`config.mk`:
```
export PLATFORM = sky130hd
export DESIGN_NAME = random_interval_timer_flat
export DESIGN_NICKNAME = d
export VERILOG_FILES = /design/src/rtl/prng_pkg.sv /design/src/rtl/random_interval_timer_if.sv /design/src/rtl/tick_prescaler.sv /design/src/rtl/random_interval_timer.sv /design/src/flat_wrapper.sv
export SDC_FILE = /design/constraint.sdc
export NUM_CORES = 1
export LEC_CHECK = 0
export CAP_MARGIN = 20
export CORE_ASPECT_RATIO = 1.5
export CORE_MARGIN = 2
export CORE_UTILIZATION = 39
export DETAILED_ROUTE_END_ITERATION = 10
export GPL_TIMING_DRIVEN = 0
export HOLD_SLACK_MARGIN = 0.02
export MAX_ROUTING_LAYER = met4
export SLEW_MARGIN = 30
export SYNTH_ARGS = -nofsm -noshare
export SYNTH_HDL_FRONTEND = slang
export SYNTH_SLANG_ARGS = --single-unit
```
`constraint.sdc`:
```
create_clock -name clk -period 13.8 [get_ports clk]
set_clock_uncertainty 0.1 [all_clocks]
set_input_delay 2.76 -clock clk [delete_from_list [all_inputs] [get_ports clk]]
set_output_delay 2.76 -clock clk [all_outputs]
set_load 0.02 [all_outputs]
```
`src/rtl/prng_pkg.sv`:
```
// Shared types and the random-to-interval mapping used by the interval timer and its bench.
package prng_pkg;

    parameter int RAND_W = 16;

    typedef enum logic [1:0] {
        IDLE  = 2'd0,
        LOAD  = 2'd1,
        COUNT = 2'd2
    } timer_state_t;

    // Multiply-shift mapping: scales randVal/2^RAND_W onto [minTicks, maxTicks] without a modulo.
    function automatic int unsigned scale_interval(
        input logic [RAND_W-1:0] randVal,
        input int unsigned       minTicks,
        input int unsigned       maxTicks
    );
        longint unsigned span;
        longint unsigned product;
        span    = 64'(maxTicks) - 64'(minTicks) + 64'd1;
        product = 64'(randVal) * span;
        return 32'(64'(minTicks) + (product >> RAND_W));
    endfunction

endpackage

```
`src/rtl/random_interval_timer_if.sv`:
```
// Request/status bundle between a random-interval consumer and its controller.
interface random_interval_timer_if #(
    parameter int RAND_W = 16,
    parameter int CNT_W  = 16
);
    logic [RAND_W-1:0] rand_num;
    logic              start;
    logic              cancel;
    logic              ready;
    logic              busy;
    logic              expired;
    logic [CNT_W-1:0]  remaining;

    modport master (
        output rand_num, start, cancel,
        input  ready, busy, expired, remaining
    );

    modport slave (
        input  rand_num, start, cancel,
        output ready, busy, expired, remaining
    );
endinterface

```
`src/rtl/tick_prescaler.sv`:
```
// Divides the clock into one-cycle tick pulses, one every PRESCALE enabled cycles.
module tick_prescaler #(
    parameter int PRESCALE = 1000
) (
    input  logic clk,
    input  logic rst,
    input  logic clr,
    input  logic en,
    output logic tick
);
    localparam int CW = (PRESCALE > 1) ? $clog2(PRESCALE) : 1;

    logic [CW-1:0] r_count;
    logic          w_atTop;

    assign w_atTop = (r_count == CW'(PRESCALE - 1));
    assign tick    = en && w_atTop;

    always_ff @(posedge clk) begin
        if (rst || clr) begin
            r_count <= '0;
        end else if (en) begin
            r_count <= w_atTop ? '0 : r_count + CW'(1);
        end
    end
endmodule

```
`src/rtl/random_interval_timer.sv`:
```
// Samples a random value on request, maps it to a bounded tick count and
// counts it down at the prescaled rate, pulsing expired when it runs out.
module random_interval_timer
    import prng_pkg::*;
#(
    parameter int RAND_W    = prng_pkg::RAND_W,
    parameter int CNT_W     = 16,
    parameter int MIN_TICKS = 10,
    parameter int MAX_TICKS = 1009,
    parameter int PRESCALE  = 1000
) (
    input  logic                  clk,
    input  logic                  rst,
    random_interval_timer_if.slave bus
);
    generate
        if (MIN_TICKS < 1) begin : gBadMin
            $error("MIN_TICKS must be >= 1");
        end
        if (MAX_TICKS < MIN_TICKS) begin : gBadMax
            $error("MAX_TICKS must be >= MIN_TICKS");
        end
        if (longint'(MAX_TICKS) >= (longint'(1) << CNT_W)) begin : gBadCntW
            $error("MAX_TICKS must fit in CNT_W bits");
        end
        if (PRESCALE < 1) begin : gBadPrescale
            $error("PRESCALE must be >= 1");
        end
        if (RAND_W != prng_pkg::RAND_W) begin : gBadRandW
            $error("RAND_W must match the generator width in prng_pkg");
        end
    endgenerate

    timer_state_t      r_state;
    timer_state_t      w_nextState;
    logic [RAND_W-1:0] r_randQ;
    logic [CNT_W-1:0]  r_remaining;
    logic              r_expired;
    logic              w_accept;
    logic              w_tick;
    logic              w_lastTick;
    logic              w_ready;
    logic              w_busy;
    logic              w_clrPrescale;
    logic              w_enPrescale;
    logic [CNT_W-1:0]  w_loadValue;

    assign w_accept      = (r_state == IDLE) && bus.start && !bus.cancel;
    assign w_lastTick    = (r_state == COUNT) && w_tick && (r_remaining == CNT_W'(1));
    assign w_loadValue   = CNT_W'(scale_interval(r_randQ, MIN_TICKS, MAX_TICKS));
    assign w_clrPrescale = (r_state == LOAD);
    assign w_enPrescale  = (r_state == COUNT);

    tick_prescaler #(
        .PRESCALE(PRESCALE)
    ) u_prescaler (
        .clk (clk),
        .rst (rst),
        .clr (w_clrPrescale),
        .en  (w_enPrescale),
        .tick(w_tick)
    );

    always_ff @(posedge clk) begin
        if (rst) begin
            r_state <= IDLE;
        end else begin
            r_state <= w_nextState;
        end
    end

    // Cancel takes priority over both the LOAD step and the final tick.
    always_comb begin
        w_nextState = r_state;
        case (r_state)
            IDLE:    if (w_accept) w_nextState = LOAD;
            LOAD:    w_nextState = bus.cancel ? IDLE : COUNT;
            COUNT:   if (bus.cancel || w_lastTick) w_nextState = IDLE;
            default: w_nextState = IDLE;
        endcase
    end

    always_comb begin
        w_ready = (r_state == IDLE);
        w_busy  = (r_state == LOAD) || (r_state == COUNT);
    end

    always_ff @(posedge clk) begin
        if (rst) begin
            r_randQ     <= '0;
            r_remaining <= '0;
            r_expired   <= 1'b0;
        end else begin
            r_expired <= w_lastTick && !bus.cancel;
            if (w_accept) begin
                r_randQ <= bus.rand_num;
            end
            case (r_state)
                LOAD:    r_remaining <= bus.cancel ? '0 : w_loadValue;
                COUNT: begin
                    if (bus.cancel) begin
                        r_remaining <= '0;
                    end else if (w_tick) begin
                        r_remaining <= r_remaining - CNT_W'(1);
                    end
                end
                default: r_remaining <= '0;
            endcase
        end
    end

    assign bus.ready     = w_ready;
    assign bus.busy      = w_busy;
    assign bus.expired   = r_expired;
    assign bus.remaining = r_remaining;
endmodule

```
`src/flat_wrapper.sv`:
```
// flat-port wrapper written by rule: the top's interface ports become plain ports
module random_interval_timer_flat import prng_pkg::*;
#(
    parameter int RAND_W    = prng_pkg::RAND_W,
    parameter int CNT_W     = 16,
    parameter int MIN_TICKS = 10,
    parameter int MAX_TICKS = 1009,
    parameter int PRESCALE  = 1000
)
  (clk, rst, bus_rand_num, bus_start, bus_cancel, bus_ready, bus_busy, bus_expired, bus_remaining);
  random_interval_timer_if #(.RAND_W(RAND_W), .CNT_W(CNT_W)) bus_i ();
  input  logic clk;
  input  logic rst;
  input wire logic [$bits(bus_i.rand_num)-1:0] bus_rand_num;
  input wire logic [$bits(bus_i.start)-1:0] bus_start;
  input wire logic [$bits(bus_i.cancel)-1:0] bus_cancel;
  output wire logic [$bits(bus_i.ready)-1:0] bus_ready;
  output wire logic [$bits(bus_i.busy)-1:0] bus_busy;
  output wire logic [$bits(bus_i.expired)-1:0] bus_expired;
  output wire logic [$bits(bus_i.remaining)-1:0] bus_remaining;
  assign bus_i.rand_num = bus_rand_num;
  assign bus_i.start = bus_start;
  assign bus_i.cancel = bus_cancel;
  assign bus_ready = bus_i.ready;
  assign bus_busy = bus_i.busy;
  assign bus_expired = bus_i.expired;
  assign bus_remaining = bus_i.remaining;
  random_interval_timer #(.RAND_W(RAND_W), .CNT_W(CNT_W), .MIN_TICKS(MIN_TICKS), .MAX_TICKS(MAX_TICKS), .PRESCALE(PRESCALE)) u_core (.clk(clk), .rst(rst), .bus(bus_i));
endmodule
```
==> run_results.csv, run 1 <==
group,metric,value,unit
outcome,outcome,"finished, final reports clean",
synth,synth_top_flop_cell,"dfxtp_1",
drt,viasPerCell,5.22,
timing,setup_tns,0,ns
worst_setup_path,r2r_start,"u_core.r_randQ[6]",
timing,tightest_slew,0.563,ns
floorplanning,initial_utilization,39.5,%
clock_tree,htreeDepth,2,
drt,drcViolationCount,0,
timing,post-route-period-util,41.5,%
drt,drt_pass1_iterations,4,
timing,rsz0062_at_grt,"no",
clock_tree,clock_latency,0.29,ns
global_route,antenna_found_initial,0,
global_route,gr-usage-all-layers,18.1,%
floorplanning,coreArea,12400,µm²
floorplanning,die_h,141,µm
synth,yosys_warnings,0,
synth,ys_types,63,
drt,wl_per_cell,14.8,µm
clock_tree,cts_tree,"yes",
placement,dpl.cell_count,751,
worst_setup_path,rr_worst_depth,17,
worst_setup_path,cp_cell_sequence,"inv_1, fa_1, fa_1, fa_1, fa_1, inv_1, ha_1, nand3_1, a211o_1, a21o_2, and4b_4, nor4_4, ha_1, or2_2, nand4_1, xor2_1, a2111oi_2",
floorplanning,ioPinCount,39,
drt,drtAntennaViolNets,0,
cells_and_area,area_growth,14.8,%
drt,drt_iter0_markers,95,
worst_setup_path,cp_top_family,"adder cells",
worst_setup_path,regToRegEndpoint,"u_core.bus.remaining[7]",
worst_setup_path,critPathMaxFanout,6,
timing,slew_violations,0,
synth,synthCells,557,
floorplanning,die_area,13500,µm²
synth,syn_nets,687,
worst_setup_path,path_buf_inv,2,
timing,hold_violations,0,
floorplanning,rows,50,
worst_hold_path,holdCritPathClass,"flip-flop to flip-flop",
drt,wirelength,11300,µm
synth,yosysSeqAreaShare,18.4,%
timing,setup_viol,0,
synth,syn_area_per_cell,8.78,µm²
placement,dp_hpwl,9620,µm
cells_and_area,finalNonFillerCells,759,
pwr,p_per_area,82.2,nW/µm²
worst_hold_path,hold_depth,2,
pwr,p_leak,2.36,nW
run,max-cap-violations,0,
placement,routabilityCongestion,0.884,
worst_setup_path,cp.depth,17,
clock_tree,cts.repair.resized,0,
clock_tree,cts-root-buf,"clkbuf_16",
drt,via_count,3964,
pwr,vdd_drop_max,0.0592,mV
cells_and_area,diodes,0,
clock_tree,clk_pin_slew_worst_paths,0.07,ns
global_route,grt-ovfl-total,0,
synth,synth_seq_cells,45,
worst_setup_path,critPathLaunchType,"flip-flop",
clock_tree,cts_hold_buf,0,
cells_and_area,finalNetCount,732,
global_route,grt_start_max_net_pins,17,
placement,port_buffers,38,
timing,fin_crit,5.73,ns
synth,netlist_area,4890,µm²
worst_setup_path,cpMostUsedCell,"fa_1",
synth,synth-edff-count,0,
worst_hold_path,hp-start,"u_core.r_randQ[10]",
clock_tree,cts.sinks,45,
worst_setup_path,slowest_delay,0.60,ns
floorplanning,dieWidth,95.4,µm
worst_setup_path,worst_ep_arrival_time,5.81,ns
clock_tree,cts_buffers,5,
timing,max_freq,175,MHz
cells_and_area,drive_gt1_share,6.30,%
cells_and_area,utilization,45.3,%
clock_tree,cts.path.max_buffers,2,
synth,async_reset_ff_share,0,%
worst_setup_path,cp-end-kind,"flip-flop",
worst_setup_path,critical_path_class,"flip-flop to flip-flop",
worst_setup_path,critPathRequiredTime,13.89,ns
global_route,grt_pass1_wl,18800,µm
clock_tree,cts_setup_buffers,0,
worst_hold_path,hold_path_end,"u_core.r_randQ[10]",
worst_setup_path,slowest_stage,"fa_1",
worst_setup_path,r2r_setup_slack,8.07,ns
global_route,grt_pass1_vias,4076,
timing,max_slew_margin,62.2,%
worst reg2reg max path, cell delays in order, from the launching register on:
cell and delay (ns):
dfxtp_1 0.49, inv_1 0.18, fa_1 0.60, fa_1 0.47, fa_1 0.51, fa_1 0.54
inv_1 0.05, ha_1 0.38, nand3_1 0.12, a211o_1 0.27, a21o_2 0.25, and4b_4 0.21
nor4_4 0.42, ha_1 0.24, or2_2 0.14, nand4_1 0.11, xor2_1 0.19, a2111oi_2 0.35
per-layer routing:
| layer | vias to the layer above | global-route usage (%) | wire, µm |
|---|---|---|---|
| met4 | 0 | 4.36 | 192 |
| li1 | 1947 | - | - |
| met3 | 13 | 2.67 | 379 |
| met1 | 1939 | 18.8 | 4210 |
| met2 | 65 | 35.0 | 6480 |
| met5 | - | - | 0 |
layout make-up:
| cell class | instances | area, µm² |
|---|---|---|
| Clock buffer | 5 | 125 |
| Multi-Input combinational cell | 411 | 3600 |
| Clock inverter | 3 | 25.0 |
| Inverter | 87 | 327 |
| Buffer | 14 | 62.6 |
| Timing Repair Buffer | 38 | 380 |
| Fill cell | 1228 | 6770 |
| Tap cell | 156 | 195 |
| Sequential cell | 45 | 901 |
synth_stat cells, drive strengths merged (2+ instances only):
| cell type | number | area (µm²) |
|---|---|---|
| inv | 87 | 327 |
| nand2 | 71 | 267 |
| ha | 57 | 713 |
| fa | 53 | 1060 |
| dfxtp | 45 | 901 |
| a21oi | 42 | 218 |
| nor2 | 34 | 138 |
| nor3 | 14 | 70.1 |
| xor2 | 13 | 129 |
| o21ai | 12 | 67.6 |
| xnor2 | 11 | 104 |
| clkbuf | 10 | 37.5 |
| nand3 | 10 | 50.1 |
| nand4 | 10 | 62.6 |
| o22ai | 8 | 50.1 |
| a2111oi | 6 | 97.6 |
| a21o | 6 | 46.3 |
| nand2b | 6 | 37.5 |
| a22oi | 5 | 37.5 |
| a31oi | 5 | 46.3 |
| nor2b | 5 | 31.3 |
| and2 | 4 | 27.5 |
| buf | 4 | 25.0 |
| nor4 | 4 | 40.0 |
| o31ai | 4 | 30.0 |
| a211oi | 3 | 27.5 |
| and3 | 3 | 18.8 |
| a211o | 2 | 17.5 |
| a2bb2oi | 2 | 17.5 |
| and4 | 2 | 20.0 |
| mux2i | 2 | 20.0 |
| nand3b | 2 | 15.0 |
| o211ai | 2 | 20.0 |
| or2 | 2 | 12.5 |
| or3 | 2 | 12.5 |
sequential cells by signal, summed over array words and instances, names as in the netlist:
| register | cells |
|---|---|
| u_core.bus.expired | 1 |
| u_core.r_state | 2 |
| u_core.u_prescaler.r_count | 10 |
| u_core.r_randQ | 16 |
| u_core.bus.remaining | 16 |
report_power, final:
group          leakage (nW)  total [mW]  internal, mW  switching, mW
clock                0.0708       0.122        0.0684         0.0537
combinational          1.92       0.202        0.0810          0.121
sequential            0.364       0.138         0.133        0.00497
kinds of logic after synthesis:
group,after synthesis,share of synthesized area [%]
muxes,2,0.409
adders and majority gates,110,36.3
buffers and inverters,101,7.96
DFF,45,18.4
xor gates and xnor gates,24,4.76
AOI/OAI and AO/OA,103,15.1
and+or+nand+nor,172,17.0
metrics by stage:
step | hold slack [ns] | setup slack (ns) | cell area [µm²] | power [mW]
after global routing | 0.441 | 7.80 | 5620 | 0.497
after detailed placement | 0.396 | 8.01 | 5470 | 0.346
after global placement | 0.382 | 8.15 | 5470 | 0.341
after floorplan | 0.367 | 8.71 | 4890 | 0.289
after CTS | 0.406 | 8.00 | 5620 | 0.470
final | 0.404 | 8.07 | 5620 | 0.462
cell usage in the layout (no fill, tap or decap), types with 11 or more instances in the layout:
cell,Yosys,layout
clkdlybuf4s50_1,0,38
nand2_1,71,71
nor2_1,32,32
inv_1,87,87
ha_1,57,57
fa_1,53,53
xor2_1,11,11
a21oi_1,40,40
nor3_1,14,14
dfxtp_1,45,45
worst max path at each step:
| stage | start | end | slack [ns] |
|---|---|---|---|
| finish | u_core.r_randQ[6] | u_core.bus.remaining[7] | 8.07 |
| detailed placement | u_core.r_randQ[6] | u_core.bus.remaining[7] | 8.01 |
| global placement | u_core.r_randQ[6] | u_core.bus.remaining[7] | 8.15 |
| floorplan | u_core.r_randQ[3] | u_core.bus.remaining[7] | 8.71 |
| CTS | u_core.r_randQ[6] | u_core.bus.remaining[7] | 8.00 |
| global route | u_core.r_randQ[6] | u_core.bus.remaining[7] | 7.80 |
(Power assumes the default switching activity.)
==> inputs of run 2 (changes only) <==
==> constraint.sdc (replaced) <==
create_clock -name clk -period 4.9 [get_ports clk]
set_clock_uncertainty 0.1 [all_clocks]
set_input_delay 0.98 -clock clk [delete_from_list [all_inputs] [get_ports clk]]
set_output_delay 0.98 -clock clk [all_outputs]
set_load 0.02 [all_outputs]
==> run 2 against run 1 <==
Effect of this change: fmax grew 17%; register-to-register slack lost 8.1 ns; count of clock-buffer cells in the layout is the same; wire length grew 10%; non-clock buffer count grew 27; sequential cell count is the same; final area grew 12%; total power grew to 3.3 times the previous value; clock power grew to 2.9 times the previous value; sequential power grew to 2.8 times the previous value.
==> run_results.csv, run 2 (same netlist as run 1, synthesis figures left out) <==
group,metric,value,unit
timing,tightest_slew,0.550,ns
worst_setup_path,critPathLaunchType,"flip-flop",
drt,wl_per_cell,15.8,µm
timing,max_slew_margin,63.3,%
placement,place_ws,-0.610,ns
worst_setup_path,worst_ep_arrival_time,4.97,ns
cells_and_area,fillCellCount,1163,
pwr,p_per_area,242,nW/µm²
clock_tree,cts_hold_buf,0,
clock_tree,cts.path.max_buffers,2,
worst_setup_path,critPathMaxFanout,4,
worst_setup_path,critical_path_class,"flip-flop to flip-flop",
timing,slew_violations,0,
cells_and_area,area_growth,28.1,%
drt,via_count,4133,
clock_tree,clock_latency,0.29,ns
pwr,vdd_drop_max,0.130,mV
cells_and_area,drive_gt1_share,19.7,%
drt,drt_pass1_iterations,4,
drt,drtAntennaViolNets,0,
floorplanning,dieWidth,95.4,µm
worst_setup_path,slowest_stage,"fa_1",
clock_tree,htreeDepth,2,
drt,viasPerCell,5.26,
global_route,grt_start_max_net_pins,17,
timing,hold_violations,0,
worst_setup_path,cp_top_family,"adder cells",
floorplanning,rows,50,
placement,port_buffers,38,
cells_and_area,diodes,0,
floorplanning,die_area,13500,µm²
floorplanning,ioPinCount,39,
worst_setup_path,slowest_delay,0.55,ns
worst_setup_path,cp-end-kind,"flip-flop",
floorplanning,coreArea,12400,µm²
worst_setup_path,path_buf_inv,2,
worst_setup_path,critPathLaunch,"u_core.r_randQ[5]",
pwr,p_leak,2.54,nW
placement,placed_area,5570,µm²
clock_tree,clk_pin_slew_worst_paths,0.07,ns
global_route,grt_pass1_wl,19800,µm
worst_hold_path,holdCritPathClass,"flip-flop to flip-flop",
global_route,gr-usage-all-layers,19.2,%
outcome,outcome,"finished, final reports clean",
timing,rsz0062_at_grt,"yes",
worst_setup_path,cpMostUsedCell,"fa_1",
floorplanning,initial_utilization,39.5,%
timing,setup_viol,0,
drt,wirelength,12400,µm
placement,routabilityCongestion,0.892,
floorplanning,die_h,141,µm
cells_and_area,final_common_cell,"inv_1",
global_route,grt_pass1_vias,4310,
worst_setup_path,cp_cell_sequence,"inv_4, fa_1, fa_1, fa_1, fa_1, inv_1, ha_4, nand3_1, a211o_1, a21o_4, and4b_4, nor4_4, ha_4, or2_4, nand4_1, xor2_1, a2111oi_2",
clock_tree,cts_buffers,5,
global_route,grt-ovfl-total,0,
drt,drt_iter0_markers,82,
worst_setup_path,critPathRequiredTime,4.99,ns
placement,dpl.cell_count,751,
global_route,antenna_found_initial,0,
cells_and_area,final_cell_area,6270,µm²
drt,drcViolationCount,0,
worst_setup_path,r2r_start,"u_core.r_randQ[5]",
timing,setup_slack,0.0157,ns
clock_tree,cts_tree,"yes",
worst_hold_path,hp-start,"u_core.r_randQ[8]",
cells_and_area,final_cell_mix,"inv_1, nand2_1, fa_1, ha_1, a21oi_1",
cells_and_area,finalNonFillerCells,786,
timing,max_freq,205,MHz
clock_tree,cts.sinks,45,
clock_tree,cts-root-buf,"clkbuf_16",
timing,fin_crit,4.88,ns
run,max-cap-violations,0,
cells_and_area,finalNetCount,759,
timing,post-route-period-util,99.7,%
placement,dp_hpwl,9830,µm
==> run 2: cell types whose count changed in the layout (fill, tap and decap cells not counted), sizes merged <==
cell    before  now
inv         89   88
buf          4   31
clkinv       0    1
==> run 2: metrics by stage <==
| stage | power, mW | setup TNS [ns] | utilization [%] | hold slack, ns |
|---|---|---|---|---|
| 6_report | 1.51 | 0 | 50.6 | 0.404 |
| 5_1_grt | 1.62 | -0.533 | 50.6 | 0.431 |
| 4_1_cts | 1.42 | -0.0889 | 48.3 | 0.411 |
| 3_5_place_dp | 1.01 | -3.05 | 45.0 | 0.401 |
| 2_1_floorplan | 0.842 | 0 | - | 0.367 |
| 3_3_place_gp | 0.993 | -2.54 | 45.0 | 0.383 |
==> run 2: area by class of cell <==
| cell class | count | area [µm²] | share of cell area, % |
|---|---|---|---|
| sequential | 45 | 946 | 15.1 |
| multi-input combinational | 411 | 3980 | 63.5 |
| tap | 156 | 195 | 3.12 |
| clock buffer | 5 | 125 | 2.00 |
| inverter | 87 | 347 | 5.53 |
| timing repair buffer | 66 | 591 | 9.42 |
| buffer | 13 | 57.6 | 0.919 |
| clock inverter | 3 | 25.0 | 0.399 |
==> run 2: final timing paths <==
check | end | slack (ns) | depth (start not counted)
setup / recovery | u_core.bus.remaining[7] | 0.02 | 17
setup reg to reg | u_core.bus.remaining[7] | 0.02 | 17
hold / removal | u_core.r_randQ[8] | 0.40 | 2
hold reg to reg | u_core.r_randQ[8] | 0.40 | 2
==> run 2: report_power, final <==
part	total, mW	switching [mW]	internal (mW)	leakage [nW]
Clock	0.353	0.161	0.192	0.0704
Sequential	0.384	0.0132	0.371	0.374
Combinational	0.777	0.415	0.362	2.10
==> run 2: what timing repair did <==
| item | in CTS | in global routing |
|---|---|---|
| setup endpoints to repair | 9 | 8 |
| setup buffers | 16 | 12 |
| gates resized for setup | 39 | 32 |
| pin swaps | 22 | 36 |
==> run 2: layer usage <==
layer | up-vias | wire length, µm | track usage [%]
met5 | - | 0 | -
met4 | 0 | 254 | 6.32
met3 | 16 | 334 | 2.14
met2 | 88 | 7250 | 37.2
met1 | 2035 | 4560 | 19.3
li1 | 1994 | - | -
==> run 2: worst register-to-register path: stages, from the launching register on <==
cell	delay, ns
dfxtp_4	0.38
inv_4	0.07
fa_1	0.56
fa_1	0.44
fa_1	0.47
fa_1	0.49
inv_1	0.06
ha_4	0.27
nand3_1	0.09
a211o_1	0.31
a21o_4	0.20
and4b_4	0.21
nor4_4	0.26
ha_4	0.19
or2_4	0.12
nand4_1	0.10
xor2_1	0.18
a2111oi_2	0.29
